===== src/rtl/high_prior_rr_allocator.sv =====
// Round-robin packet allocator for one shared output port.
//
// An idle output is granted to the first requester at or after a rotating
// pointer. The winner keeps the output until one of its tail flits is
// accepted, and the pointer then advances past it. While an input owns the
// output, its valid/ready handshake is passed straight through.
//
// Ports:
//   clk      rising-edge clock
//   rst      synchronous, active-high reset
//   req_i    per-input request (head flit waiting)
//   valid_i  per-input flit valid
//   tail_i   per-input "current flit is a tail"
//   ready_o  per-input flit accept (only the owner may see ready)
//   valid_o  flit valid toward the shared output
//   ready_i  downstream accept
//   grant_o  one-hot grant, zero when idle
//   sel_o    index of the granted input, zero when idle
//   busy_o   output is locked to a packet
module high_prior_rr_allocator #(
   parameter int unsigned N_REQ = 4,
   parameter int unsigned IDX_W = 2
) (
   input  logic             clk,
   input  logic             rst,
   input  logic [N_REQ-1:0] req_i,
   input  logic [N_REQ-1:0] valid_i,
   input  logic [N_REQ-1:0] tail_i,
   output logic [N_REQ-1:0] ready_o,
   output logic             valid_o,
   input  logic             ready_i,
   output logic [N_REQ-1:0] grant_o,
   output logic [IDX_W-1:0] sel_o,
   output logic             busy_o
);

   typedef enum logic [0:0] {
      StIdle,
      StLock
   } state_e;

   state_e           r_state, w_state_nxt;
   logic [N_REQ-1:0] r_grant, w_grant_nxt;
   logic [IDX_W-1:0] r_sel, w_sel_nxt;
   logic [IDX_W-1:0] r_ptr, w_ptr_nxt;

   logic             w_found;
   logic [IDX_W-1:0] w_pick;
   logic [IDX_W:0]   w_scan_sum;
   logic [IDX_W-1:0] w_scan_idx;
   logic             w_xfer;
   logic             w_tail_xfer;

   // Scan upward from r_ptr, wrapping modulo N_REQ; the first hit wins.
   always_comb begin
      w_found    = 1'b0;
      w_pick     = '0;
      w_scan_sum = '0;
      w_scan_idx = '0;
      for (int k = 0; k < int'(N_REQ); k++) begin
         w_scan_sum = {1'b0, r_ptr} + (IDX_W+1)'(k);
         if (w_scan_sum >= (IDX_W+1)'(N_REQ)) begin
            w_scan_sum = w_scan_sum - (IDX_W+1)'(N_REQ);
         end
         w_scan_idx = w_scan_sum[IDX_W-1:0];
         if (!w_found && req_i[w_scan_idx]) begin
            w_found = 1'b1;
            w_pick  = w_scan_idx;
         end
      end
   end

   assign w_xfer      = (r_state == StLock) && valid_i[r_sel] && ready_i;
   assign w_tail_xfer = w_xfer && tail_i[r_sel];

   always_comb begin
      w_state_nxt = r_state;
      w_grant_nxt = r_grant;
      w_sel_nxt   = r_sel;
      w_ptr_nxt   = r_ptr;
      unique case (r_state)
         StIdle: begin
            if (w_found) begin
               w_state_nxt = StLock;
               w_grant_nxt = N_REQ'(1) << w_pick;
               w_sel_nxt   = w_pick;
            end
         end
         StLock: begin
            // Only a tail transfer releases the lock; req_i is ignored here.
            if (w_tail_xfer) begin
               w_state_nxt = StIdle;
               w_grant_nxt = '0;
               w_sel_nxt   = '0;
               w_ptr_nxt   = (r_sel == IDX_W'(N_REQ - 1)) ? '0 : r_sel + IDX_W'(1);
            end
         end
         default: begin
            w_state_nxt = StIdle;
            w_grant_nxt = '0;
            w_sel_nxt   = '0;
         end
      endcase
   end

   always_ff @(posedge clk) begin
      if (rst) begin
         r_state <= StIdle;
         r_grant <= '0;
         r_sel   <= '0;
         r_ptr   <= '0;
      end else begin
         r_state <= w_state_nxt;
         r_grant <= w_grant_nxt;
         r_sel   <= w_sel_nxt;
         r_ptr   <= w_ptr_nxt;
      end
   end

   assign busy_o  = (r_state == StLock);
   assign grant_o = r_grant;
   assign sel_o   = r_sel;
   assign valid_o = busy_o && valid_i[r_sel];
   assign ready_o = (busy_o && ready_i) ? (N_REQ'(1) << r_sel) : '0;

endmodule


===== config.mk =====
export PLATFORM = sky130hd
export DESIGN_NAME = high_prior_rr_allocator
export DESIGN_NICKNAME = d
export VERILOG_FILES = /design/src/rtl/high_prior_rr_allocator.sv
export SDC_FILE = /design/constraint.sdc
export NUM_CORES = 1
export LEC_CHECK = 0
export CAP_MARGIN = 25
export CORE_MARGIN = 2
export CORE_UTILIZATION = 36
export DETAILED_ROUTE_END_ITERATION = 8
export HOLD_SLACK_MARGIN = 0.12
export PLACE_DENSITY = 0.7
export SLEW_MARGIN = 10
export SYNTH_ARGS = -nofsm -noshare
export SYNTH_HDL_FRONTEND = slang
export SYNTH_SLANG_ARGS = --single-unit

===== constraint.sdc =====
create_clock -name clk -period 1.4 [get_ports clk]
set_input_delay 0.21 -clock clk [delete_from_list [all_inputs] [get_ports clk]]
set_output_delay 0.21 -clock clk [all_outputs]
set_load 0.05 [all_outputs]

# [Word-level counts from Yosys, hierarchy flattened]
# Cells that the tools add are included.
[classes] addsub=8 n_lt_le_gt_ge=9 eq_ne=3 shift=2 n_mux=35 bitwise=1 n_reduce_logical=12
[op_table] operator="$mux W2" n=11
[op_table] operator="$lt A2 B3 Y1 const B" n=5
[op_table] operator="$bmux W1 S2" n=6
[op_table] operator="$mux W1" n=12
[op_table] operator="$mux W4" n=3
[op_table] operator="$ge A3 B3 Y1 const B" n=3
[op_table] operator="$pmux W4 S2" n=1
[op_table] operator="$shl A1 B2 Y4 const A" n=2
[op_table] operator="$sub A2 B1 Y2 const B" n=4
[op_table] operator="$logic_and A1 B1 Y1" n=7
[op_table] operator="$add A2 B2 Y3 const B" n=2
[op_table] operator="$pmux W2 S2" n=1
[op_table] operator="$reduce_and A2 Y1" n=2
[op_table] operator="$add A2 B1 Y3 const B" n=1
[op_table] operator="$ge A2 B3 Y1 const B" n=1
[op_table] operator="$logic_not A1 Y1" n=3
[op_table] operator="$add A2 B1 Y2 const B" n=1
[op_table] operator="$eq A2 B2 Y1 const B" n=1
[op_table] operator="$ne A2 B1 Y1 const B" n=1
[op_table] operator="$ne A2 B2 Y1 const B" n=1
[op_table] operator="$pmux W1 S2" n=1
[op_table] operator="$not A1 Y1" n=1
[totals] regBits=9 output_inout_bits=12

# [Depth between registers and ports, before layout]
[depth] word_depth=17 ltp_mapped=5 mapped_depth_nobuf=4

# [Worst setup path before layout]
# OpenSTA, ideal clock, no wires.
[synth_path] kind="reg-to-output" start="register r_sel[0] (netlist: sel_o[0])" end="output port valid_o" arrival_ns=1.752 required_ns=1.190 path_slack_ns=-0.562 path_stages_with_launch=4 n_path_buf=1 cell_sequence="dfxtp_1 -> buf_6 -> mux4_2 -> and2_2"
[synth_between] elab_chain_cells=3
[synth_lines] element="start: declaration" line="44" source="logic [IDX_W-1:0] r_sel, w_sel_nxt;"
[synth_lines] element="start signal: assignment" line="115" source="r_sel <= w_sel_nxt;"
[synth_lines] element="$bmux W1 S2" line="123" source="assign valid_o = busy_o && valid_i[r_sel];"
[synth_lines] element="$mux W1 (implied by the code)" line="123"
[synth_lines] element="$logic_and A1 B1 Y1" line="123"
[synth_lines] element="end: declaration" line="30" source="output logic valid_o,"
# Every way passes these cells. The select of a mux whose other input is x is not followed.

# [Worst setup path in the final report]
# Ends and elaborated chain as after synthesis.

==> results.yml <==
status:
  outcome: "finished with violations"
  failed_checks: "negative setup slack"
route:
  drc_errors: 0
  routed_wl_mm: 1.71
  drt_iter0_markers: 21
  drt_pre_antenna_iters: 4
  vias_per_cell: 5.39
  antenna_left: 0
  vias: 663
  routedWlPerCell_um: 13.9
min_path:
  hold_path_class: "flop to flop"
place:
  dp.cells: 117
  hpwl_mm: 1.28
  place_ws_ns: -0.290
  placed_area_um2: 1090
  port_buffers: 26
  gp_congestion: 0.894
synthesis:
  yosysWarnings: 0
  synth_xor_area_share_pct: 0
  synth_nets: 83
  synth.ff_latch_count: 9
  netlist_area_um2: 607
  synth_top_area_share_pct: 29.7
  synth.area.top_cells: "dfxtp_1 (30%), ha_1 (8.2%), a32o_1 (6.6%), mux2i_1 (4.9%), and3_1 (4.1%)"
  synth_mux_area_share_pct: 8.66
  yosys.area_share.simple_pct: 20.4
  synthCells: 64
  synth_top_family_by_area: "compound AO/OA/AOI/OAI gates"
  synth_compound_area_share_pct: 27.0
  yosysUniqueCellTypes: 32
  syn_area_per_cell_um2: 9.48
  synth.largest_area_cell: "dfxtp_1"
  synthAdderAreaFrac_pct: 8.25
  seq_area_frac_synth_pct: 29.7
floorplan:
  die_w_um: 45.1
  die_area_um2: 2030
  die_y_um: 45.1
  io_pins: 27
  initial_core_util_pct: 39.4
  coreArea_um2: 1540
  core.rowCount: 14
sta:
  finalWorstSetupSlack_ns: -0.275
  finalCritPeriodShare_pct: 120
  tightest_slew_ns: 0.327
  setup_tns_ns: -2.08
  relSlewSlack_pct: 78.0
  setup_viol: 14
  fin_crit_ns: 1.68
  rsz0062_at_grt: "true"
  finClkSkew_ns: 0.00433
  fmax_ghz: 0.597
  hold_slack_ns: 0.532
  slew_viol_final: 0
  finalHoldViolations: 0
power_and_ir_drop:
  power_mw: 0.998
  power.leakage_nw: 0.471
  power_density_nw_per_um2: 859
  p_clk_share_pct: 20.8
  ir_worst_vdd_mv: 0.564
  internal_power_mw: 0.640
  switching_share_pct: 35.9
  switchingPower_mw: 0.358
  pwr-share-seq_pct: 32.0
  power_frac_comb_pct: 47.3
final_layout:
  drive_gt1_share_pct: 45.8
  antenna_cells: 0
  stdcell_count: 123
  seqCellArea_um2: 191
  postLayoutCellArea_um2: 1160
  fin_nets: 127
  final_util_pct: 75.4
  area_growth_pct: 91.5
  multiInputGateArea_um2: 414
  fill_cells: 107
worst_setup_path:
  cp-end-kind: "output pin"
  worstSetupPathType: "flop to output pin"
  critPathLaunchType: "flop"
  required_ns: 1.19
  cp_max_fo: 4
  worstPathArrival_ns: 1.47
clocking:
  clk_path_buf_depth: 2
  cts_buffers: 3
  cts.sinks: 9
  postCtsHoldBufs: 0
  htree_levels: 1
  clk_latency_ns: 0.27
  clk_pin_slew_ns: 0.06
  cts_root_buf: "clkbuf_4"
  cts_tree: "yes"
global_routing:
  grt_use_total_pct: 20.3
  overflow: 0
  grt_pass1_wl_mm: 2.90
  grt_start_max_net_pins: 12
  antenna_found_initial: 0
  grt_pass1_vias: 664
flow_run:
  drv_cap: 0
==> per-layer routing <==
metal	vias to the layer above	part of all wire [%]	global-route usage (%)	wire length, um
met1	316	41	21.7	696
met3	2	4.1	7.20	71
met5	-	0	0	0
met2	16	54	36.6	920
li1	329	-	-	-
met4	0	1.4	7.06	24
==> critical path, cell delays in order, from the launching register on <==
cell     delay, ns
dfxtp_4       0.37
mux4_2        0.52
and2_4        0.16
buf_6         0.14
==> power groups by stage <==
| stage | combinational, mW | sequential, mW | clock (mW) |
|---|---|---|---|
| final | 0.472 | 0.319 | 0.207 |
| after global routing | 0.498 | 0.324 | 0.231 |
| after floorplan | 0.179 | 0.369 | 0 |
| after global placement | 0.437 | 0.326 | 0 |
| after CTS | 0.468 | 0.319 | 0.216 |
| after detailed placement | 0.445 | 0.326 | 0 |
==> synthesized netlist by cell type (all sizes together) <==
cell / count
a21oi: 4
a22o: 2
a31o: 1
a32o: 4
and2: 2
and3: 4
buf: 2
clkbuf: 1
dfxtp: 9
ha: 4
inv: 4
mux2i: 3
mux4: 1
nand2: 3
nand2b: 2
nand3: 2
nand3b: 1
nand4: 1
nor2: 2
nor3: 3
nor4: 1
o21a: 1
o21ai: 2
o22a: 1
o22ai: 2
o31ai: 1
or3: 1
==> registers in the layout, indices dropped and copies added, names as in the netlist <==
| register | flops |
|---|---|
| sel_o | 2 |
| r_ptr | 2 |
| grant_o | 4 |
| busy_o | 1 |
==> cells by family after synthesis <==
family                   count (synthesis)
AO/OA/AOI/OAI                           18
adder cells (fa/ha/maj)                  4
buffers and inverters                    7
flip-flops                               9
multiplexers                             4
AND/OR/NAND/NOR                         22
==> what timing repair did <==
item,in CTS,in global routing
setup endpoints to repair,13,14
resized for setup,7,1
pin swaps,2,2
buffers inserted,2,0
==> area by class of cell <==
cell class              count  area share, %
inverters                   4           1.29
multi-input cells          48           35.6
repair buffers             42           42.6
clock buffers               4           2.26
flip-flops and latches      9           16.5
well taps                  16           1.72
==> layout by cell type (no fill, tap or decap), drive strengths merged, types with 2 or more instances in the layout <==
master / synthesis / final
dfxtp: 9 / 9
a22o: 2 / 2
buf: 2 / 28
nor2: 2 / 2
and2: 2 / 2
nand2b: 2 / 2
and3: 4 / 4
nor3: 3 / 3
a21oi: 4 / 4
a32o: 4 / 4
o22ai: 2 / 2
nand2: 3 / 3
clkdlybuf4s50: 0 / 14
ha: 4 / 4
clkbuf: 1 / 4
nand3: 2 / 2
o21ai: 2 / 2
mux2i: 3 / 3
inv: 4 / 4
==> worst paths after layout <==
path / startpoint / endpoint / cells past startpoint / slack, ns
hold / removal: sel_o[0] / sel_o[0] / 1 / 0.53
setup / recovery: sel_o[0] / valid_o / 3 / -0.28
hold reg to reg: sel_o[0] / sel_o[0] / 1 / 0.53
setup reg to reg: sel_o[0] / sel_o[1] / 5 / -0.19
Power figures use the tool's default switching activity.
